## config.mk

```make
export PLATFORM = sky130hd
export DESIGN_NAME = button_conditioner
export DESIGN_NICKNAME = d
export VERILOG_FILES = /design/src/rtl/button_conditioner_pkg.sv /design/src/rtl/button_conditioner_debounce_cell.sv /design/src/rtl/button_conditioner.sv
export SDC_FILE = /design/constraint.sdc
export NUM_CORES = 1
export LEC_CHECK = 0
export CORE_ASPECT_RATIO = 0.6
export CORE_MARGIN = 2
export CORE_UTILIZATION = 55
export DETAILED_ROUTE_END_ITERATION = 7
export GPL_TIMING_DRIVEN = 0
export PLACE_DENSITY = 0.79
export SYNTH_ARGS = -nofsm -noshare
export SYNTH_HDL_FRONTEND = slang
export SYNTH_SLANG_ARGS = --single-unit
```

## constraint.sdc

```tcl
create_clock -name clk -period 2.3 [get_ports clk]
set_clock_uncertainty 0.15 [all_clocks]
set_input_delay 0.345 -clock clk [delete_from_list [all_inputs] [get_ports clk]]
set_output_delay 0.345 -clock clk [all_outputs]
set_load 0.005 [all_outputs]
```

## src/rtl/button_conditioner_pkg.sv

```systemverilog
// Shared button-bus geometry for the call-panel front end and the elevator controller.
package button_conditioner_pkg;

    localparam int FLOOR_W     = 12;
    localparam int INT_LO      = 1;
    localparam int INT_HI      = 9;
    localparam int INT_W       = INT_HI - INT_LO + 1;
    localparam int NUM_BUTTONS = FLOOR_W + 2 * INT_W;

    typedef logic [FLOOR_W-1:0]     floorBus_t;
    typedef logic [INT_HI:INT_LO]   carBus_t;
    typedef logic [NUM_BUTTONS-1:0] buttonVec_t;

endpackage

```

## src/rtl/button_conditioner_debounce_cell.sv

```systemverilog
// One button: two-flop synchroniser, sample-counting debouncer and press-pulse register.
module debounce_cell #(
    parameter int STABLE_SAMPLES = 3
) (
    input  logic clk,
    input  logic reset,
    input  logic raw,
    input  logic tick,
    input  logic lit,
    output logic newPress
);

    localparam int CW = $clog2(STABLE_SAMPLES + 1);

    logic          s1_r;
    logic          s2_r;
    logic          stable_r;
    logic [CW-1:0] cnt_r;
    logic          newPress_r;
    logic          stableNext_s;
    logic [CW-1:0] cntNext_s;

    // Next debounced level and sample count, evaluated only on prescaler ticks.
    always_comb begin
        stableNext_s = stable_r;
        cntNext_s    = cnt_r;
        if (tick) begin
            if (s2_r == stable_r) begin
                cntNext_s = {CW{1'b0}};
            end else if ((cnt_r + CW'(1)) == CW'(STABLE_SAMPLES)) begin
                stableNext_s = s2_r;
                cntNext_s    = {CW{1'b0}};
            end else begin
                cntNext_s = cnt_r + CW'(1);
            end
        end else begin
            stableNext_s = stable_r;
            cntNext_s    = cnt_r;
        end
    end

    // Synchroniser, debounce state and pulse register; a lit button swallows its press.
    always_ff @(posedge clk or negedge reset) begin
        if (!reset) begin
            s1_r       <= 1'b0;
            s2_r       <= 1'b0;
            stable_r   <= 1'b0;
            cnt_r      <= {CW{1'b0}};
            newPress_r <= 1'b0;
        end else begin
            s1_r       <= raw;
            s2_r       <= s1_r;
            stable_r   <= stableNext_s;
            cnt_r      <= cntNext_s;
            newPress_r <= stableNext_s & ~stable_r & ~lit;
        end
    end

    assign newPress = newPress_r;

endmodule

```

## src/rtl/button_conditioner.sv

```systemverilog
// Conditions all hall and car buttons into one-clock new-press pulses for the controller.
module button_conditioner
    import button_conditioner_pkg::*;
#(
    parameter int CLK_PER_SAMPLE = 4,
    parameter int STABLE_SAMPLES = 3
) (
    input  logic                 clk,
    input  logic                 reset,
    input  logic [FLOOR_W-1:0]   rawFloorButton,
    input  logic [INT_HI:INT_LO] rawInternalButton1,
    input  logic [INT_HI:INT_LO] rawInternalButton2,
    input  logic [FLOOR_W-1:0]   currentRealFloorButton,
    input  logic [INT_HI:INT_LO] currentInternalButton1,
    input  logic [INT_HI:INT_LO] currentInternalButton2,
    output logic [FLOOR_W-1:0]   newRealFloorButton,
    output logic [INT_HI:INT_LO] newInternalButton1,
    output logic [INT_HI:INT_LO] newInternalButton2
);

    localparam int PW = $clog2(CLK_PER_SAMPLE + 1);

    logic [PW-1:0] presc_r;
    logic          tick_s;
    buttonVec_t    rawAll_s;
    buttonVec_t    litAll_s;
    buttonVec_t    newAll_s;

    assign tick_s = (presc_r == PW'(CLK_PER_SAMPLE - 1));

    // Shared sample prescaler, wrapping on the tick.
    always_ff @(posedge clk or negedge reset) begin
        if (!reset) begin
            presc_r <= {PW{1'b0}};
        end else if (tick_s) begin
            presc_r <= {PW{1'b0}};
        end else begin
            presc_r <= presc_r + PW'(1);
        end
    end

    // Flatten all buses to one vector: hall buttons in the low bits, car 2 on top.
    assign rawAll_s = {rawInternalButton2, rawInternalButton1, rawFloorButton};
    assign litAll_s = {currentInternalButton2, currentInternalButton1, currentRealFloorButton};

    for (genvar i = 0; i < NUM_BUTTONS; i++) begin : gCell
        debounce_cell #(
            .STABLE_SAMPLES(STABLE_SAMPLES)
        ) uCell (
            .clk      (clk),
            .reset    (reset),
            .raw      (rawAll_s[i]),
            .tick     (tick_s),
            .lit      (litAll_s[i]),
            .newPress (newAll_s[i])
        );
    end

    assign {newInternalButton2, newInternalButton1, newRealFloorButton} = newAll_s;

endmodule

```

# After elaboration in Yosys (flattened, before gate mapping)
# Cells that the tools add are included.
[totals]
inputBits = 62
out_inout_bits = 30
register_bits = 183
elab_cells = 514
[classes]
bitwise_logic = 120
eq_ne = 61
n_mux = 151
addsub = 31
[op_table]
columns = ["operator", "n"]
rows = [
  ["2-bit 2-to-1 mux", 60],
  ["1-bit 2-to-1 mux", 90],
  ["2-bit by 1-bit adder with 2-bit output (second input constant)", 30],
  ["1-bit bitwise AND", 60],
  ["2-bit equality test (second input constant)", 30],
  ["1-bit inverter", 60],
  ["1-bit equality test", 30],
  ["3-bit by 1-bit adder with 3-bit output (second input constant)", 1],
  ["3-bit by 2-bit equality test with 1-bit output (second input constant)", 1],
  ["3-bit 2-to-1 mux", 1],
]

# Longest topological paths before layout
[logic_depth]
ltp_word = 7
ltp_mapped = 5

# Modules after synthesis
# From an unflattened synthesis, not the netlist that was laid out.
[hier_totals]
hier_cells = 488
hier_area_um2 = 6804.0
[by_module_without_submodules]
columns = ["mod", "seq_area_each_um2", "cells_per_inst", "area_each_um2", "instances"]
rows = [
  ["debounce_cell", 150.1, 16, 222.7, 30],
  ["button_conditioner", 75.1, 8, 122.6, 1],
]

# Worst setup path after synthesis
# OpenSTA, ideal clock, no wires.
[synth_path]
path_type = "register to register"
from = "register presc_r[0]"
to = "register gCell[5].uCell.stable_r"
n_path_buf = 2
setup_time_ns = 0.127
slack_ns = 0.706
arrival_ns = 1.317
stages_incl_launch_ff = 6
period_less_slack_ns = 1.594
cell_sequence = "dfrtp_1 > ha_1 > buf_6 > buf_6 > and4bb_1 > mux2_1"
[synth_between]
elab_chain_len = 2
[synth_lines]
columns = ["element", "line_no", "rtl"]
rows = [
  ["start: declaration", "button_conditioner.sv:23", "logic [PW-1:0] presc_r;"],
  ["start signal: assignment", "button_conditioner.sv:34", "presc_r <= {PW{1'b0}};"],
  ["start signal: assignment", "button_conditioner.sv:36", "presc_r <= {PW{1'b0}};"],
  ["start signal: assignment", "button_conditioner.sv:38", "presc_r <= presc_r + PW'(1);"],
  ["3-bit by 2-bit equality test with 1-bit output", "button_conditioner.sv:29", "assign tick_s = (presc_r == PW'(CLK_PER_SAMPLE - 1));"],
  ["1-bit 2-to-1 mux", "button_conditioner_debounce_cell.sv:27", "if (tick) begin"],
  ["named net gCell[5].uCell.stableNext_s", "button_conditioner_debounce_cell.sv:20", "logic stableNext_s;"],
  ["end signal: assignment", "button_conditioner_debounce_cell.sv:53", "stable_r <= stableNext_s;"],
  ["end: declaration", "button_conditioner_debounce_cell.sv:17", "logic stable_r;"],
]
# The timed path passes the listed nets, and every way through them passes these cells.
# A chain may end at the register's enable or synchronous reset.

# Worst setup path after layout
[layout_path]
from = "register presc_r[0]"
to = "register gCell[4].uCell.cnt_r[0]"
[layout_between]
elab_chain_len = 1
[layout_lines]
columns = ["element", "line_no", "rtl"]
rows = [
  ["3-bit by 2-bit equality test with 1-bit output", "button_conditioner.sv:29", ""],
  ["end signal: assignment", "button_conditioner_debounce_cell.sv:48", "cnt_r <= {CW{1'b0}};"],
  ["end signal: assignment", "button_conditioner_debounce_cell.sv:54", "cnt_r <= cntNext_s;"],
  ["end: declaration", "button_conditioner_debounce_cell.sv:18", "logic [CW-1:0] cnt_r;"],
]
# No other way between the ends.

==> flow_summary.toml <==
[critical_path]
worst_setup_path_end_kind = "flip-flop"
worstPathMaxFanout = 10
cp_top_family = "buffers and inverters"
cp_slowest_cell = "clkbuf_1"
crit_chain = "ha_1, buf_6, clkbuf_1, nor4b_2, a22o_1"
required_ns = 2.51
crit_type = "flip-flop to flip-flop"
arrival_ns = 2.15
cp-start-kind = "flip-flop"
critPathLaunch = "presc_r[0]$_DFF_PN0_"
cpPeakStageDelay_ns = 0.52
r2r_start = "presc_r[0]$_DFF_PN0_"
worst-path-buf-inv = 2

[synth]
synth.area.top_cells = "dfrtp_1, a22o_1, nor4b_2, and4bb_1, nor4bb_1"
ys_warn_count = 0
synth_common_cells = "dfrtp_1, a22o_1, buf_4"
synth_top_area_cell = "dfrtp_1"
syn_nets = 577
avgSynthCellArea_um2 = 14.9
ys_types = 19
netlist_area_mm2 = 0.00764
synth_edf_count = 0
synth-seq-cells = 183
yosysMostFrequentCell = "dfrtp_1"
synth_top_cell_area_share = 0.599
synthArstFlopShare = 1.00
ys.flop_type = "dfrtp_1"
synthCells = 514
yosysSeqAreaShare = 0.599

[clock_network]
htreeDepth = 4
clock_latency_ns = 0.43
numCtsBuffers = 17
clock_sinks = 183
clk_transition_reported_paths_ns = 0.07
cts.repair.resized = 0
tritoncts = "done"
cts_root_buffer = "clkbuf_16"
cts.path.max_buffers = 2

[global_route]
grt_pass1_wl_mm = 25.0
grt_overflow_total = 0
grt_max_degree = 110
antenna_found_initial = 0
grt_pass1_vias = 4843
grt.total_usage = 0.222

[timing]
setup_viol = 0
finalHoldViolCount = 0
tightest_slew_ns = 0.652
finalSetupTns_ns = 0
min_period_ns = 1.94
relSlewSlack = 0.565
rsz0062_at_grt = "no"
fin_crit_sh = 0.845
fmax_mhz = 514
slew_violations = 0
setup_ws_ns = 0.356

[hold_path]
hold_class = "input pin to flip-flop"
worstHoldStart = "rawFloorButton[6]"

[placement]
portBuffers = 91
pre_cts_slack_ns = 0.441
hpwl_mm = 9.92
routabilityCongestion = 0.793

[detailed_routing]
vias = 4607
drc = 0
dr.pass1.iters = 4
viasPerCell = 5.67
drtAntennaViolNets = 0
wl_per_cell_um = 18.9
drt_iter0_markers = 225
routed_wl_mm = 15.4

[floorplan]
die_area_mm2 = 0.0149
coreArea_mm2 = 0.0136
start_util = 0.561
die_x_um = 156
num_rows = 33
die_h_um = 95.3
num_io_pins = 92

[power]
seqPwrFrac = 0.532
internal_power_uw = 6400
switching_share = 0.278
p_per_area_mw_per_mm2 = 946
p_comb_frac = 0.149
p_clk_frac = 0.319
switching_power_uw = 2470
power_uw = 8870
power.leakage_uw = 0.00433
ir_drop_v = 0.000435

[status]
status = "complete, no violations"

[cells_and_area]
fin_nets = 689
drive_gt1_frac = 0.193
area_delta_synth_final_pct = 22.7
diodes = 0

[job]
max-cap-violations = 0
==> area by class of cell <==
class / instances / area (µm²)
Timing Repair Buffer: 93 / 953
Sequential cell: 183 / 4580
Multi-Input combinational cell: 274 / 2620
Clock buffer: 19 / 433
Buffer: 57 / 443
Fill cell: 940 / 4250
Clock inverter: 11 / 128
Tap cell: 175 / 219
==> power groups by stage <==
| stage | sequential (µW) | clock, µW | combinational [µW] |
|---|---|---|---|
| final | 4720 | 2830 | 1320 |
| after global routing | 4820 | 3020 | 1440 |
| after CTS | 4700 | 2870 | 1330 |
| after detailed placement | 4740 | 0 | 1300 |
| after global placement | 4640 | 0 | 1240 |
| after floorplan | 4550 | 0 | 990 |
==> stage by stage <==
step	hold WS, ns	util	cells	area (µm²)
2_1_floorplan	-0.101	-	514	7640
3_5_place_dp	0.185	0.646	781	8800
5_1_grt	0.184	0.688	812	9380
4_1_cts	0.191	0.688	812	9380
3_3_place_gp	0.182	0.644	780	8770
6_report	0.197	0.688	812	9380
==> cell families (layout without fill, tap and decap cells) <==
kind of cell	after synthesis	in the layout	synth area share
xor+xnor	30	30	0.0344
flops	183	183	0.599
buf+inv	57	180	0.0580
fa+ha+maj	1	1	0.00164
simple gates	153	153	0.189
compound gates	60	60	0.0688
mux	30	30	0.0491
==> path summary, 6_finish.rpt <==
path / to / slack [ns] / cells after the start
max: gCell[4].uCell.cnt_r[0]$_DFFE_PN0N_ / 0.36 / 5
min: gCell[6].uCell.s1_r$_DFF_PN0_ / 0.20 / 1
max reg2reg: gCell[4].uCell.cnt_r[0]$_DFFE_PN0N_ / 0.36 / 5
min reg2reg: gCell[20].uCell.s2_r$_DFF_PN0_ / 0.20 / 0
max in group asynchronous: gCell[1].uCell.cnt_r[1]$_DFFE_PN0N_ / 0.74 / 3
min in group asynchronous: gCell[27].uCell.newPress$_DFF_PN0_ / 0.31 / 2
==> routing by layer <==
metal  global-route usage  up-vias  routed length, µm
met2                0.334      129               6890
met3               0.0645       20                898
li1                     -     2109                  -
met4               0.0627        0                158
met5                    0        -                  0
met1                0.317     2349               7410
==> sequential cells by signal, indices dropped and copies added (netlist names) <==
name / flops
presc_r: 3
gCell.uCell.newPress: 30
gCell.uCell.s1_r: 30
gCell.uCell.stable_r: 30
gCell.uCell.s2_r: 30
gCell.uCell.cnt_r: 60
==> placed cells by master (no fill, tap or decap), drive strengths merged <==
master         instances
and3                  30
xor2                  30
nor2                  30
nor4bb                28
nor4b                 30
a22o                  60
and4bb                32
clkinv                 4
nor2b                  2
clkbuf                25
buf                   53
clkinvlp               3
nand2b                 1
ha                     1
clkdlybuf4s50         90
mux2                  30
dfrtp                183
bufinv                 2
inv                    2
dlygate4sd3            1
==> timing repair <==
action                    4_1_cts  5_1_grt
hold buffers                    1        0
buffers inserted                0        0
hold endpoints to repair       74        0
Note: power is estimated with default switching activity, not from simulation.
